==> config.mk <==
export PLATFORM = sky130hd
export DESIGN_NAME = ram_64
export DESIGN_NICKNAME = d
export VERILOG_FILES = /design/src/rtl/ram_64.sv
export SDC_FILE = /design/constraint.sdc
export NUM_CORES = 2
export LEC_CHECK = 0
export BUFFER_PORTS_ARGS = -buffer_cell sky130_fd_sc_hd__clkbuf_2
export CORE_AREA = 4 4 328 330
export CTS_BUF_LIST = sky130_fd_sc_hd__clkbuf_8
export DETAILED_ROUTE_END_ITERATION = 8
export DIE_AREA = 0 0 332 334
export PLACE_DENSITY = 0.66
export SYNTH_ARGS = -nofsm -noshare
export SYNTH_HDL_FRONTEND = slang
export SYNTH_SLANG_ARGS = --single-unit
==> constraint.sdc <==
create_clock -name clk -period 4.3 [get_ports clk]
set_clock_uncertainty 0.1 [all_clocks]
set_input_delay 0.645 -clock clk [delete_from_list [all_inputs] [get_ports clk]]
set_output_delay 0.645 -clock clk [all_outputs]
set_load 0.005 [all_outputs]
==> src/rtl/ram_64.sv <==
// 64 x WIDTH RAM: eight 8-word banks, sync write, combinational read.
// Ports: clk, rst_n (sync, active-low), in, load, address[5:0], out.
module ram_8 #(
  parameter int WIDTH = 16
) (
  input  logic             clk,
  input  logic             rst_n,
  input  logic [WIDTH-1:0] in,
  input  logic             load,
  input  logic [2:0]       address,
  output logic [WIDTH-1:0] out
);

  logic [WIDTH-1:0] mem_q [8];
  logic [WIDTH-1:0] mem_d [8];

  always_comb begin
    for (int i = 0; i < 8; i++) begin
      mem_d[i] = mem_q[i];
      if (load && (address == 3'(i)))
        mem_d[i] = in;
    end
  end

  always_ff @(posedge clk) begin
    for (int i = 0; i < 8; i++) begin
      if (!rst_n)
        mem_q[i] <= '0;
      else
        mem_q[i] <= mem_d[i];
    end
  end

  assign out = mem_q[address];

endmodule

module ram_64 #(
  parameter int WIDTH = 16
) (
  input  logic             clk,
  input  logic             rst_n,
  input  logic [WIDTH-1:0] in,
  input  logic             load,
  input  logic [5:0]       address,
  output logic [WIDTH-1:0] out
);

  logic [7:0]       bank_load;
  logic [WIDTH-1:0] bank_out [8];

  always_comb begin
    bank_load = '0;
    bank_load[address[5:3]] = load;
  end

  for (genvar b = 0; b < 8; b++) begin : g_bank
    ram_8 #(.WIDTH(WIDTH)) u_bank (
      .clk     (clk),
      .rst_n   (rst_n),
      .in      (in),
      .load    (bank_load[b]),
      .address (address[2:0]),
      .out     (bank_out[b])
    );
  end

  assign out = bank_out[address[5:3]];

endmodule

Word level (Yosys, flattened, before mapping)
Memories as Yosys holds them, arrays and structs flattened.
Index checks and enable logic that the tools add are counted.
{ "totals": {"reg_bits": 0, "ram_bits": 1024, "input_bits": 25, "output_inout_bits": 16, "word_cells": 413, "memories": 8} }
{ "classes": {"order_cmp": 3, "n_eq_ne": 71, "muxes": 135, "n_bitwise": 66, "n_reduce_logical": 130} }
{ "mem_list": {"columns": ["name", "depth", "word_bits", "read_ports", "rd_ports_with_merged_regs", "write_ports", "line_no", "source"], "rows": [
  ["g_bank[0].u_bank.mem_q", 8, 16, 1, 0, 8, "14", "logic [WIDTH-1:0] mem_q [8];"],
  ["g_bank[1].u_bank.mem_q", 8, 16, 1, 0, 8, "14", null],
  ["g_bank[2].u_bank.mem_q", 8, 16, 1, 0, 8, "14", null],
  ["g_bank[3].u_bank.mem_q", 8, 16, 1, 0, 8, "14", null],
  ["g_bank[4].u_bank.mem_q", 8, 16, 1, 0, 8, "14", null],
  ["g_bank[5].u_bank.mem_q", 8, 16, 1, 0, 8, "14", null],
  ["2 more memories", null, null, null, null, null, null, null]
]} }
{ "op_table": {"columns": ["op", "n"], "rows": [
  ["$mux W16", 130],
  ["$reduce_and A2 Y1", 64],
  ["$logic_and A1 B1 Y1", 65],
  ["$ne A1 B1 Y1 const B", 64],
  ["$or A1 B1 Y1", 64],
  ["$bmux W16 S3", 1],
  ["$eq A3 B3 Y1 const B", 4],
  ["$and A8 B8 Y8", 1],
  ["$eq A3 B2 Y1 const B", 2],
  ["$ge A4 B4 Y1 const B", 1],
  ["$lt A3 B4 Y1 const B", 1],
  ["$not A3 Y4", 1],
  ["$demux W1 S3", 1],
  ["$eq A3 B1 Y1 const B", 1],
  ["$ge A3 B1 Y1 const B", 1],
  ["$logic_not A3 Y1", 1],
  ["$mux W1", 3]
]} }

Depth between registers and ports, before layout
{ "logic_depth": {"depth_word": 9, "ltp_mapped": 9, "mapped_depth_nobuf": 4} }

Hierarchy
From an unflattened synthesis, not the netlist that was laid out.
{ "hier_totals": {"hier_cells": 3367, "area_unflattened_um2": 48228.8} }
{ "by_module_without_submodules": {"columns": ["module", "n_inst", "cells_per_inst", "area_each_um2", "seq_area_each_um2"], "rows": [
  ["ram_8", 8, 412, 5894.4, 3843.7],
  ["ram_64", 1, 71, 1073.5, 0.0]
]} }

Least setup slack after synthesis
OpenSTA, ideal clock, no wires.
{ "synth_timing": {"path_kind": "input to register", "startpoint": "input address[0]", "endpoint": "memory g_bank[6].u_bank.mem_q[0][0], enable pin", "setup_ns": 0.411, "t_arrival_ns": 2.692, "t_required_ns": 3.789, "setup_slack_ns": 1.096, "stages": 5, "path_buffers": 3, "path_cell_list": "buf_6 or3_1 clkbuf_1 clkbuf_1 o21ai_0"} }
{ "synth_rtl": {"columns": ["element", "line_no", "source"], "rows": [
  ["start, declared", "45", "input logic [5:0] address,"],
  ["end, declared", "14", null]
]} }

Worst setup path after layout
{ "layout_timing": {"startpoint": "input address[3]", "endpoint": "output out[5]"} }
{ "layout_via": {"elab_chain_cells": 4} }
{ "layout_lines": {"columns": ["element", "line_no", "source"], "rows": [
  ["$not A3 Y4 (implied by the code)", "68", "assign out = bank_out[address[5:3]];"],
  ["$bmux W16 S3", "68", null],
  ["$mux W16 (implied by the code) (2 in a row)", "68", null],
  ["end, declared", "46", "output logic [WIDTH-1:0] out"]
]} }
No other way between the ends. The select of a mux whose other input is x is not followed.

==> summary by stage <==
Logic synthesis
The most frequently used flop master after synthesis is edfxtp_1. The post-synthesis cell type count is 45. The cell count after synthesis is just under 3k. The flip-flop and latch count after synthesis is ~1.0k. The number of nets handed over by synthesis was roughly 3.0k. The mapped cell area is around 47000 µm². After synthesis, the share of flip-flops with an asynchronous set or reset is 0%. The count of yosys warnings during synthesis is 0.

The number of enable flip-flop cells after synthesis is 1024. In this run the mean area of a mapped cell was between 15 and 20 µm². The share of the Yosys chip area taken by registers is between 60% and 70%.

Critical path
The critical path class is primary input to output pin. The startpoint kind of the worst setup timing path is a primary input. Along the worst path, the maximum fanout reaches 31.

The critical path crosses 6 cells after its start point. Together, buffers and inverters on the worst path number 2. The data arrival time of the worst path is between 3 and 4 ns. The most used cell along the critical path is clkbuf_2. The required time at the worst-slack endpoint is 3.56 ns.

The largest stage delay on the critical path is about 0.66 ns. The worst setup path is captured at an output pin. The family with the most delay on the worst path is simple AND/OR/NAND/NOR gates. The slowest cell on the critical path is or4_1. The critical path goes through clkbuf_2, or4b_2, o22ai_1, or4_1, nor2_1, clkbuf_2.

Clocking
The tree built by TritonCTS fans out to about 1.0k sinks. The number of H-tree branching levels is 4. The clock-pin slew of the registers on the worst-case setup and hold paths is 0.06 ns. The clock root buffer is clkbuf_8. The post-cts sizing count is 0. The number of buffers inserted during clock tree synthesis is roughly 170.

TritonCTS built the clock tree. The largest buffer count on any clock path is 3. The number of hold buffers added after CTS was 0. After clock tree synthesis, the setup repair step added 0 buffers.

Timing
Hold timing on the final database bottoms out at a slack of 0.464 ns. The slew at the pin with the worst max-slew slack is 1.40 ns. The final count of hold timing violations is 0. Adding up every negative setup slack in the final design gives 0 ns.

The number of pins exceeding their max-slew limit in the final report is 0. The worst max-slew margin expressed relative to the limit is about 6.2%. Counting I/O delays and the setup requirement, the final critical path takes ~4.3 ns.

The achievable frequency is between 200 and 250 MHz. Setup repair after global routing left no endpoint under its margin. The number of failing setup endpoints in the final timing report is 0. The post-route fraction of the period consumed by the critical path is a little under 100%.

Drt
The detailed route wirelength on metal2 is 65.2 mm. In the detailed route, the total length drawn on met3 is around 13 mm. The number of iterations in the first detailed-routing pass is 5. The iteration-0 DRC count of the detailed router is 3767. After detailed routing, the average wire length per cell comes to approximately 30 µm. Wires add up to 138 mm. The remaining antenna violation count is 0. The met1 wire length is roughly 55 mm. In the routed design, unresolved DRC markers number 0. Using the TritonRoute via totals, the vias-per-cell ratio works out to 5.89. The top routing layer in use is met5. The total number of vias is about 27k.

Placed design
The detailed placement HPWL is roughly 90 mm. Port buffering added 40 buffers. The congestion estimate from routability-driven global placement came to around 0.96. The post-place instance area is about 49000 µm².

Flow run
Across the run, the number of max-cap violations was 0.

Floorplan
The row count is about 120. For this design the top-level I/O count stands at 41. The full die area is 111000 µm².

The die height is roughly 330 µm. The core box area is ~100000 µm². The starting density of the core is between 40% and 50%. The die width is between 300 and 400 µm.

Global routing
The number of antenna violations at the first check in global routing was 15. Global routing consumed, over all layers together, 24.6% of the routing resources. The wire length of the first global-routing pass is 196 mm.

The via count of the first global-routing pass is ~27k. For this run the aggregate overflow at the end of global routing stands at 0. The largest net degree at the start of global routing is 65.

Layout
For this run, the share of the core covered by cells in the final layout is between 40% and 50%. The share of final-layout standard cells stronger than drive strength 1 is ~23%. The final design instance area without fill is 51900 µm². The total of fill cells in the finished design is between 8k and 9k. The register bank with the most flops is g_bank.u_bank.mem_q. The register with the most flip-flops in the layout has 1024 of them. In the final layout, the registers with the most flip-flops are g_bank.u_bank.mem_q x1024.

From synthesis to final layout, the design area changed by 11.0%. After the last flow step, the layout net total stands at a little over 3k.

Hold path
The origin of the worst min-delay path is in[4]. The classification of the worst-slack hold path is primary input to flop. The end point of the worst hold path is g_bank[6].u_bank.mem_q[5][4]. The hold-critical path depth is 2.

Pwr
After layout, the design draws a total of approximately 0.021 W. The leakage power is between 15 and 20 nW. Dividing total power by cell area gives a power density of ~410 nW/µm².

IR analysis of the VDD net gives a maximum drop of around 220 µV.

Outcome
The run finished with clean final reports.
[per-layer routing]
layer	vias to the layer above	track usage, %
li1	11300	-
met1	14100	34.0
met2	1410	39.0
met3	264	5.23
met4	10	8.59
met5	-	0
[placed cells by master, fill, tap and decap left out, types with 15 or more instances in the layout]
cell type / instances
and2_1: 1024
edfxtp_1: 1024
mux4_2: 247
buf_4: 198
clkbuf_8: 169
o22ai_1: 124
nor2_1: 71
o21ai_1: 64
inv_1: 49
clkinv_1: 40
clkbuf_2: 37
or4_1: 32
buf_12: 15
[synthesized netlist by cell type (5+ instances only)]
cell type	n	area share [%]
and2_1	1024	14
edfxtp_1	1024	66
mux4_2	247	12
clkbuf_1	181	1.5
o22ai_1	124	1.7
nor2_1	71	0.57
o21ai_0	65	0.70
or4_1	32	0.51
buf_2	28	0.30
buf_6	28	0.67
buf_4	22	0.35
buf_1	16	0.13
nor2_2	12	0.16
mux4_1	9	0.51
nand4bb_1	7	0.17
buf_12	6	0.26
nand2_1	6	0.048
nand3_1	5	0.054
or4b_2	5	0.11
[how the worst max path moves through the flow]
stage / startpoint / end / slack, ns
5_1_grt: address[3] / out[5] / 0.009
4_1_cts: address[0] / out[11] / 0.11
3_3_place_gp: address[0] / out[11] / 0.12
3_5_place_dp: address[0] / out[11] / 0.13
2_1_floorplan: address[0] / g_bank[6].u_bank.mem_q[0][0] / 1.10
6_report: address[3] / out[5] / 0.02
[kinds of logic (layout without fill, tap and decap cells)]
kind of cell           after synthesis  in the layout  share of synthesized area, %
AND/OR/NAND/NOR                   1193           1193                          16.0
flip-flops                        1024           1024                          65.8
multiplexers                       257            257                          12.4
AO/OA/AOI/OAI                      192            192                          2.41
buffers and inverters              292            534                          3.35
other                                0              7                             0
[power breakdown]
part / switching, W / internal, W / total (W)
logic: 0.00116 / 0.000633 / 0.00179
clock network: 0.00388 / 0.00389 / 0.00776
registers: 0.000143 / 0.0115 / 0.0116
total: 0.00518 / 0.0160 / 0.0212
[per-stage QoR]
stage	cells	setup slack, ns
3_5_place_dp	4311	0.130
4_1_cts	4591	0.112
3_3_place_gp	4311	0.120
2_1_floorplan	2958	1.10
6_report	4598	0.0230
5_1_grt	4592	0.00934
[layout make-up]
type / count / area (µm²) / share of cell area [%]
clock inverter: 111 / 612 / 1.18
tap: 1391 / 1740 / 3.36
clock buffer: 169 / 2330 / 4.49
sequential: 1024 / 30700 / 59.3
antenna: 7 / 17.5 / 0.0338
multi-input combinational: 1642 / 14400 / 27.8
inverter: 1 / 3.75 / 0.00724
timing repair buffer: 253 / 2010 / 3.87
Note: power is estimated with default switching activity, not from simulation.
